**config.mk**
```make
export PLATFORM = sky130hd
export DESIGN_NAME = nn_layer_sequencer
export DESIGN_NICKNAME = d
export VERILOG_FILES = /design/src/rtl/nn_layer_sequencer.sv
export SDC_FILE = /design/constraint.sdc
export NUM_CORES = 1
export LEC_CHECK = 0
export ABC_AREA = 1
export ABC_CLOCK_PERIOD_IN_PS = 1700
export CORE_MARGIN = 10
export CORE_UTILIZATION = 50
export CTS_BUF_LIST = sky130_fd_sc_hd__clkbuf_16
export CTS_CLUSTER_SIZE = 16
export DETAILED_ROUTE_END_ITERATION = 6
export GPL_TIMING_DRIVEN = 0
export HOLD_SLACK_MARGIN = 0.03
export PLACE_DENSITY = 0.76
export SLEW_MARGIN = 20
export SYNTH_ARGS = -nofsm -noshare
export SYNTH_HDL_FRONTEND = slang
export SYNTH_SLANG_ARGS = --single-unit
```
**constraint.sdc**
```tcl
create_clock -name clk -period 1.7 [get_ports clk]
set_input_delay 0.255 -clock clk [delete_from_list [all_inputs] [get_ports clk]]
set_output_delay 0.255 -clock clk [all_outputs]
set_load 0.02 [all_outputs]
```
**src/rtl/nn_layer_sequencer.sv**
```systemverilog
// Control FSM for the 4-input neuron layer datapath. It loads 4 input words
// per sample, runs NUM_LAYERS compute/write-back passes through the shared
// neuron bank, and flags result words as they shift out of the shift register.
module nn_layer_sequencer #(
    parameter int NUM_LAYERS     = 3,
    parameter int NEURON_LATENCY = 2,
    parameter int LAYER_W        = 2
) (
    input  logic               clk,
    input  logic               rstn,
    input  logic               data_valid,
    output logic               data_ready,
    input  logic               flush,
    output logic [1:0]         selector,
    output logic               neuron_en,
    output logic [LAYER_W-1:0] layer_idx,
    output logic               out_valid,
    output logic               busy,
    output logic               done
);

    localparam int LAT_W = (NEURON_LATENCY > 1) ? $clog2(NEURON_LATENCY) : 1;
    localparam logic [LAT_W-1:0]   LAT_LAST   = LAT_W'(NEURON_LATENCY - 1);
    localparam logic [LAYER_W-1:0] LAYER_LAST = LAYER_W'(NUM_LAYERS - 1);

    localparam logic [1:0] SEL_SHIFT = 2'b00;
    localparam logic [1:0] SEL_HOLD  = 2'b01;
    localparam logic [1:0] SEL_LOAD  = 2'b10;

    typedef enum logic [1:0] {LOAD, COMPUTE, WRITEBACK, DRAIN} state_t;

    state_t             state_q, state_d;
    logic [1:0]         in_cnt_q, in_cnt_d;
    logic [LAT_W-1:0]   lat_cnt_q, lat_cnt_d;
    logic [LAYER_W-1:0] layer_q, layer_d;
    logic               pend_q, pend_d;
    logic [1:0]         out_cnt_q, out_cnt_d;
    logic               out_valid_q, out_valid_d;
    logic               done_q, done_d;
    logic               wb_last;

    assign layer_idx = layer_q;
    assign out_valid = out_valid_q;
    assign done      = done_q;

    // Next-state, counters and combinational output decode
    always_comb begin
        state_d     = state_q;
        in_cnt_d    = in_cnt_q;
        lat_cnt_d   = lat_cnt_q;
        layer_d     = layer_q;
        pend_d      = pend_q;
        out_cnt_d   = out_cnt_q;
        out_valid_d = 1'b0;
        done_d      = 1'b0;
        wb_last     = 1'b0;
        selector    = SEL_HOLD;
        data_ready  = 1'b0;
        neuron_en   = 1'b0;
        busy        = 1'b0;

        unique case (state_q)
            LOAD: begin
                data_ready = 1'b1;
                busy       = (in_cnt_q != 2'd0);
                if (data_valid) begin
                    // A real word always wins over a flush request
                    selector = SEL_SHIFT;
                    in_cnt_d = in_cnt_q + 2'd1;
                    if (in_cnt_q == 2'd3) begin
                        lat_cnt_d = '0;
                        state_d   = COMPUTE;
                    end
                end else if (flush && in_cnt_q == 2'd0 && pend_q) begin
                    state_d = DRAIN;
                end
            end
            COMPUTE: begin
                neuron_en = 1'b1;
                busy      = 1'b1;
                if (lat_cnt_q == LAT_LAST) state_d = WRITEBACK;
                else                       lat_cnt_d = lat_cnt_q + 1'b1;
            end
            WRITEBACK: begin
                selector = SEL_LOAD;
                busy     = 1'b1;
                if (layer_q == LAYER_LAST) begin
                    wb_last = 1'b1;
                    layer_d = '0;
                    done_d  = 1'b1;
                    state_d = LOAD;
                end else begin
                    layer_d   = layer_q + 1'b1;
                    lat_cnt_d = '0;
                    state_d   = COMPUTE;
                end
            end
            DRAIN: begin
                // data_in is don't-care here; only the results matter
                selector = SEL_SHIFT;
                if (out_cnt_q == 2'd3) state_d = LOAD;
            end
            default: state_d = LOAD;
        endcase

        // Every shift while a result is pending pushes one result word out
        if (selector == SEL_SHIFT && pend_q) begin
            out_valid_d = 1'b1;
            out_cnt_d   = out_cnt_q + 2'd1;
            if (out_cnt_q == 2'd3) pend_d = 1'b0;
        end

        // A freshly completed sample overrides any clear above
        if (wb_last) begin
            pend_d    = 1'b1;
            out_cnt_d = 2'd0;
        end

        // Keep the datapath quiet while held in reset
        if (!rstn) begin
            selector   = SEL_HOLD;
            data_ready = 1'b0;
            neuron_en  = 1'b0;
            busy       = 1'b0;
        end
    end

    // State register with synchronous active-low reset
    always_ff @(posedge clk) begin
        if (!rstn) begin
            state_q     <= LOAD;
            in_cnt_q    <= 2'd0;
            lat_cnt_q   <= '0;
            layer_q     <= '0;
            pend_q      <= 1'b0;
            out_cnt_q   <= 2'd0;
            out_valid_q <= 1'b0;
            done_q      <= 1'b0;
        end else begin
            state_q     <= state_d;
            in_cnt_q    <= in_cnt_d;
            lat_cnt_q   <= lat_cnt_d;
            layer_q     <= layer_d;
            pend_q      <= pend_d;
            out_cnt_q   <= out_cnt_d;
            out_valid_q <= out_valid_d;
            done_q      <= done_d;
        end
    end

endmodule

```
# Word level (Yosys, flattened, before mapping)
# Index checks and enable logic that the tools add are counted.
[op_classes]
n_addsub = 4
n_eq_ne = 13
mux = 28
bitwise = 1
n_reduce_logical = 16
[ops]
columns = ["cell", "n"]
rows = [
  ["$mux 1", 17],
  ["$mux 2", 7],
  ["$eq 2x2->1 const B", 5],
  ["$ne 2x2->1 const B", 5],
  ["$pmux 2 s4", 1],
  ["$reduce_and 4->1", 2],
  ["$add 2x1->2 const B", 3],
  ["$logic_not 2->1", 3],
  ["$ne 3x3->1 const B", 2],
  ["$pmux 2 s3", 1],
  ["$reduce_bool 2->1", 3],
  ["$reduce_and 2->1", 2],
  ["$reduce_or 2->1", 2],
  ["$logic_and 1x1->1", 3],
  ["$pmux 1 s3", 1],
  ["$reduce_bool 3->1", 1],
  ["$eq 2x1->1 const B", 1],
  ["$pmux 1 s2", 1],
  ["$add 1x1->1 const B", 1],
  ["$not 1->1", 1],
]
[totals]
register_bits = 12
in_bits = 4

# Longest topological paths before layout
[depth]
ltp_word = 6
ltp_mapped = 8

# Worst setup path after synthesis
# OpenSTA, ideal clock, no wires.
[synth_timing]
path_type = "register -> output"
from = "register state_q[0]"
to = "output port busy"
arrival_time_ns = 1.176
required_ns = 1.445
setup_slack_ns = 0.269
path_stages_with_launch = 7
cell_sequence = "dfxtp_1 > inv_1 > ha_1 > nand2_1 > nor2_1 > a21oi_1 > nor2_1"
[synth_via]
elab_chain_cells = 4
elab_cells_between_ends = 6
cone_classes = "2 x eq/ne; 2 x mux; 2 x reduce/logical"
[synth_rtl]
columns = ["element", "line", "text"]
rows = [
  ["from (decl)", "32", "state_t state_q, state_d;"],
  ["from (signal assigned)", "140", "state_q <= state_d;"],
  ["$eq 2x2->1 or $eq 2x1->1 (tied branches)", "62", "unique case (state_q)"],
  ["$reduce_or 2->1 (no source line)", "n/a", ""],
  ["$pmux 1 s2 *", "62", ""],
  ["$mux 1 *", "120", "if (!rstn) begin"],
  ["to (decl)", "18", "output logic busy,"],
]
# Mark *: on every way between the ends. The rest lies on a longest branch, timed or not.

# Worst setup path after layout
[layout_timing]
from = "register state_q[1]"
to = "output port selector[0]"
[layout_via]
elab_chain_cells = 3
elab_cells_between_ends = 5
cone_classes = "2 x eq/ne; 2 x mux; 1 x reduce/logical"
[layout_rtl]
columns = ["element", "line", "text"]
rows = [
  ["$eq 2x2->1 or $logic_not 2->1 (tied branches)", "62", ""],
  ["$pmux 2 s3 *", "62", ""],
  ["$mux 2 *", "120", ""],
  ["to (decl)", "14", "output logic [1:0] selector,"],
]
# Marked as above.

==> impl_results.rst <==
.. list-table::
   :header-rows: 1

   * - Metric
     - Value
   * - Number of fillers in the final layout
     - 116
   * - Global-route met3 utilization
     - 3.86%
   * - Max rail drop VDD
     - 0.00117 V
   * - Routability congestion estimate
     - 0.775
   * - Horizontal extent of the die
     - 58.9 µm
   * - Synthesized net count
     - 123
   * - GR Util met2
     - 17.6%
   * - Final-report hold violation count
     - 0
   * - CTS Root Buffer Type
     - clkbuf_16
   * - Outcome
     - finished clean
   * - Most frequent cells after synthesis
     - inv_1, nand2_1, nor2_1
   * - Highest-delay cell along the critical path
     - dfxtp_2
   * - Avg Inst Size Synth
     - 7.02 µm²
   * - Total congestion overflow after global routing
     - 0
   * - Clk slew on worst S/H paths
     - 40 ps
   * - Number of global-route vias before repair
     - 692
   * - Antenna diode instance count
     - 0
   * - Leakage component of the power
     - 0.490 nW
   * - Worst path required time
     - 1440 ps
   * - Cell type contributing the most total cell area after synthesis
     - dfxtp_1
   * - Launching point of the worst reg2reg path
     - state_q[1]
   * - Global route hottest layer
     - met2
   * - End of the worst register-to-register path
     - out_cnt_q[0]
   * - Overall Power
     - 1.80 mW
   * - Count of H-tree levels built during CTS
     - 1
   * - 1st-iter DRT viols
     - 10
   * - Fraction of the yosys area taken by sequential cells
     - 31.7%
   * - GR Util met1
     - 11.3%
   * - Most instantiated library cell after synthesis
     - inv_1
   * - Endpoint type of the worst setup path
     - output pin
   * - Number of cells on the worst reg-to-reg path
     - 6
   * - Post-Route WL
     - 1.76 mm
   * - IO buf count
     - 12
   * - Nets@finish
     - 140
   * - Number of synthesized flops with an enable pin
     - 0
   * - Top fanout value on the critical path
     - 6
   * - Crit. Startpoint
     - state_q[1]
   * - Via/cell ratio
     - 5.01
   * - Area growth from synthesis to layout
     - 29.5%
   * - Family with the most delay on the worst path
     - flip-flops
   * - Worst-case register-to-register setup slack
     - 370 ps
   * - Worst Setup Start Kind
     - flip-flop
   * - Max-slew violation count
     - 0
   * - Half-perimeter wire length after placement
     - 1.27 mm
   * - Total Neg Setup Slack
     - 0 ps
   * - Count of boundary I/O pins
     - 13
   * - Switching component of the power
     - 761 µW
   * - Routed wire length per instance
     - 12.7 µm
   * - Highest clock rate
     - 610 MHz
   * - Area share of the leading cell type in the synthesized netlist
     - 31.7%
   * - Global-route wire length before repair
     - 2.94 mm
   * - WP depth
     - 5
   * - Top area cells in the synthesized netlist
     - dfxtp_1, ha_1, inv_1, nand2_1, nor2_1
   * - Residual DRC
     - 0
   * - Share of async-settable or async-resettable flops after synthesis
     - 0%
   * - Number of stages on the worst hold path
     - 2
   * - Via Count
     - 691
   * - Final number of setup-violating endpoints
     - 0
   * - Fraction of final layout cells with drive strength greater than 1
     - 15.4%
   * - Hold bufs inserted after CTS
     - 0
   * - Worst rel slew slack
     - 85.1%
   * - Placeable core region
     - 0.00137 mm²
   * - Setup repair after global routing missed its margin
     - true
   * - Ys Warns
     - 0
   * - Clock buffer depth
     - 2
   * - Area of the die
     - 0.00347 mm²
   * - Dominant synthesized flop cell
     - dfxtp_1
   * - First drt pass iteration count
     - 4
   * - Clock power frac
     - 23.5%
   * - End of the critical path
     - selector[0]
   * - Number of buffer and inverter stages on the critical path
     - 2
   * - Post-layout minimum cycle time
     - 1640 ps
   * - Critical Path Max Stage Delay
     - 400 ps
   * - GRT Total Usage
     - 10.6%
   * - Number of distinct library cells after synthesis
     - 15
   * - Area occupied by multi-input gates
     - 437 µm²
   * - Startpoint-to-endpoint class of the critical path
     - reg2out
   * - Synth Instances
     - 108
   * - TritonCTS clock tree
     - built
   * - Comb power frac
     - 50.5%
   * - TritonCTS buffer count
     - 3
   * - Initial antenna violation count
     - 0
   * - Maximum clock skew at final layout
     - 0.435 ps
   * - Worst-Skew Late Latency
     - 240 ps
   * - Number of placement rows
     - 13
   * - Cell Chain, Critical Path
     - inv_4 -> ha_4 -> nand2_1 -> nand3_1 -> clkdlybuf4s15_2
   * - Pin count of the biggest net entering global routing
     - 11
   * - Sequential Power Share
     - 26.0%
   * - Post-Synthesis Cell Area
     - 758 µm²
   * - Arrival time at the worst endpoint
     - 1380 ps
   * - Footprint of the flip-flops and latches
     - 245 µm²
   * - Final period utilization
     - 96.4%
   * - Initial Utilization
     - 55.5%
   * - Int Pwr
     - 1.04 mW
   * - Worst min path class
     - reg2reg
   * - Slew @ Worst Pin
     - 223 ps
   * - Clk sinks
     - 12
   * - Power per cell area
     - 1830 mW/mm²
   * - Die boundary height
     - 58.9 µm
   * - Flip-flop and latch count after synthesis
     - 12
   * - Number of max-capacitance violations reported
     - 0
   * - Switching fraction of total power
     - 42.3%
   * - Number of nets still failing antenna checks after routing
     - 0
   * - Final worst hold slack
     - 478 ps
## worst register-to-register path, stage by stage (launching register included)
cell and delay [ps]:
dfxtp_2 400, inv_4 70, ha_4 180, nand2_1 150
nand4_2 140, o21ai_0 200, nor2_1 70
## stage by stage
step / std cells / util (%) / area [µm²] / setup slack [ps]
floorplan: 108 / - / 758 / 269
global placement: 135 / 65.7 / 897 / -338
detailed placement: 135 / 65.7 / 897 / -331
CTS: 138 / 71.2 / 972 / 6.96
global route: 138 / 71.9 / 982 / -12.6
finish: 138 / 71.9 / 982 / 60.6
## per-layer routing
| layer | wire length [µm] | vias to the layer above |
|---|---|---|
| li1 | - | 363 |
| met1 | 737 | 302 |
| met2 | 841 | 20 |
| met3 | 140 | 6 |
| met4 | 38 | 0 |
| met5 | 0 | - |
## cell type report
| class | count | area share [%] |
|---|---|---|
| clock buffers | 3 | 7.64 |
| well taps | 15 | 1.91 |
| multi-input cells | 72 | 44.5 |
| repair buffers | 12 | 11.0 |
| plain buffers | 1 | 0.764 |
| flip-flops and latches | 12 | 25.0 |
| inverters | 23 | 9.30 |
## worst min path at each step
stage | to | start
finish | in_cnt_q[1] | in_cnt_q[1]
global route | out_valid | pend_q
CTS | in_cnt_q[1] | in_cnt_q[1]
detailed placement | in_cnt_q[1] | in_cnt_q[1]
global placement | in_cnt_q[1] | in_cnt_q[1]
floorplan | out_valid | rstn
## flip-flops by register name, indices dropped and copies added, names as in the netlist
signal,count
lat_cnt_q,1
done,1
out_valid,1
in_cnt_q,2
pend_q,1
state_q,2
layer_idx,2
out_cnt_q,2
## timing repair
item,CTS,global route
resized for setup,17,7
setup endpoints to repair,5,5
buffers inserted,0,0
## power groups by stage
stage | registers, mW | logic, mW | clock network (mW)
2_1_floorplan | 0.447 | 0.613 | 0
3_3_place_gp | 0.440 | 0.863 | 0
3_5_place_dp | 0.446 | 0.877 | 0
4_1_cts | 0.452 | 0.870 | 0.420
5_1_grt | 0.478 | 1.03 | 0.436
6_report | 0.468 | 0.908 | 0.423
## placed cells by master (no fill, tap or decap), types with 2 or more instances in the layout
cell type	n
ha_1	10
nor2_2	2
clkbuf_16	3
dfxtp_1	10
nand3_2	2
inv_1	21
nor2_1	13
o21ai_0	5
nand3_1	5
inv_4	2
clkbuf_2	2
a21oi_1	8
clkdlybuf4s50_1	7
nand2_1	22
buf_4	2
## kinds of logic (layout without fill, tap and decap cells)
| group | after synthesis | in the layout | synth area share, % |
|---|---|---|---|
| simple gates | 46 | 46 | 27.4 |
| buf+inv | 24 | 39 | 12.4 |
| compound gates | 15 | 15 | 10.4 |
| flops | 12 | 12 | 31.7 |
| fa+ha+maj | 11 | 11 | 18.2 |
No activity file was read; power rests on OpenSTA's default activity.
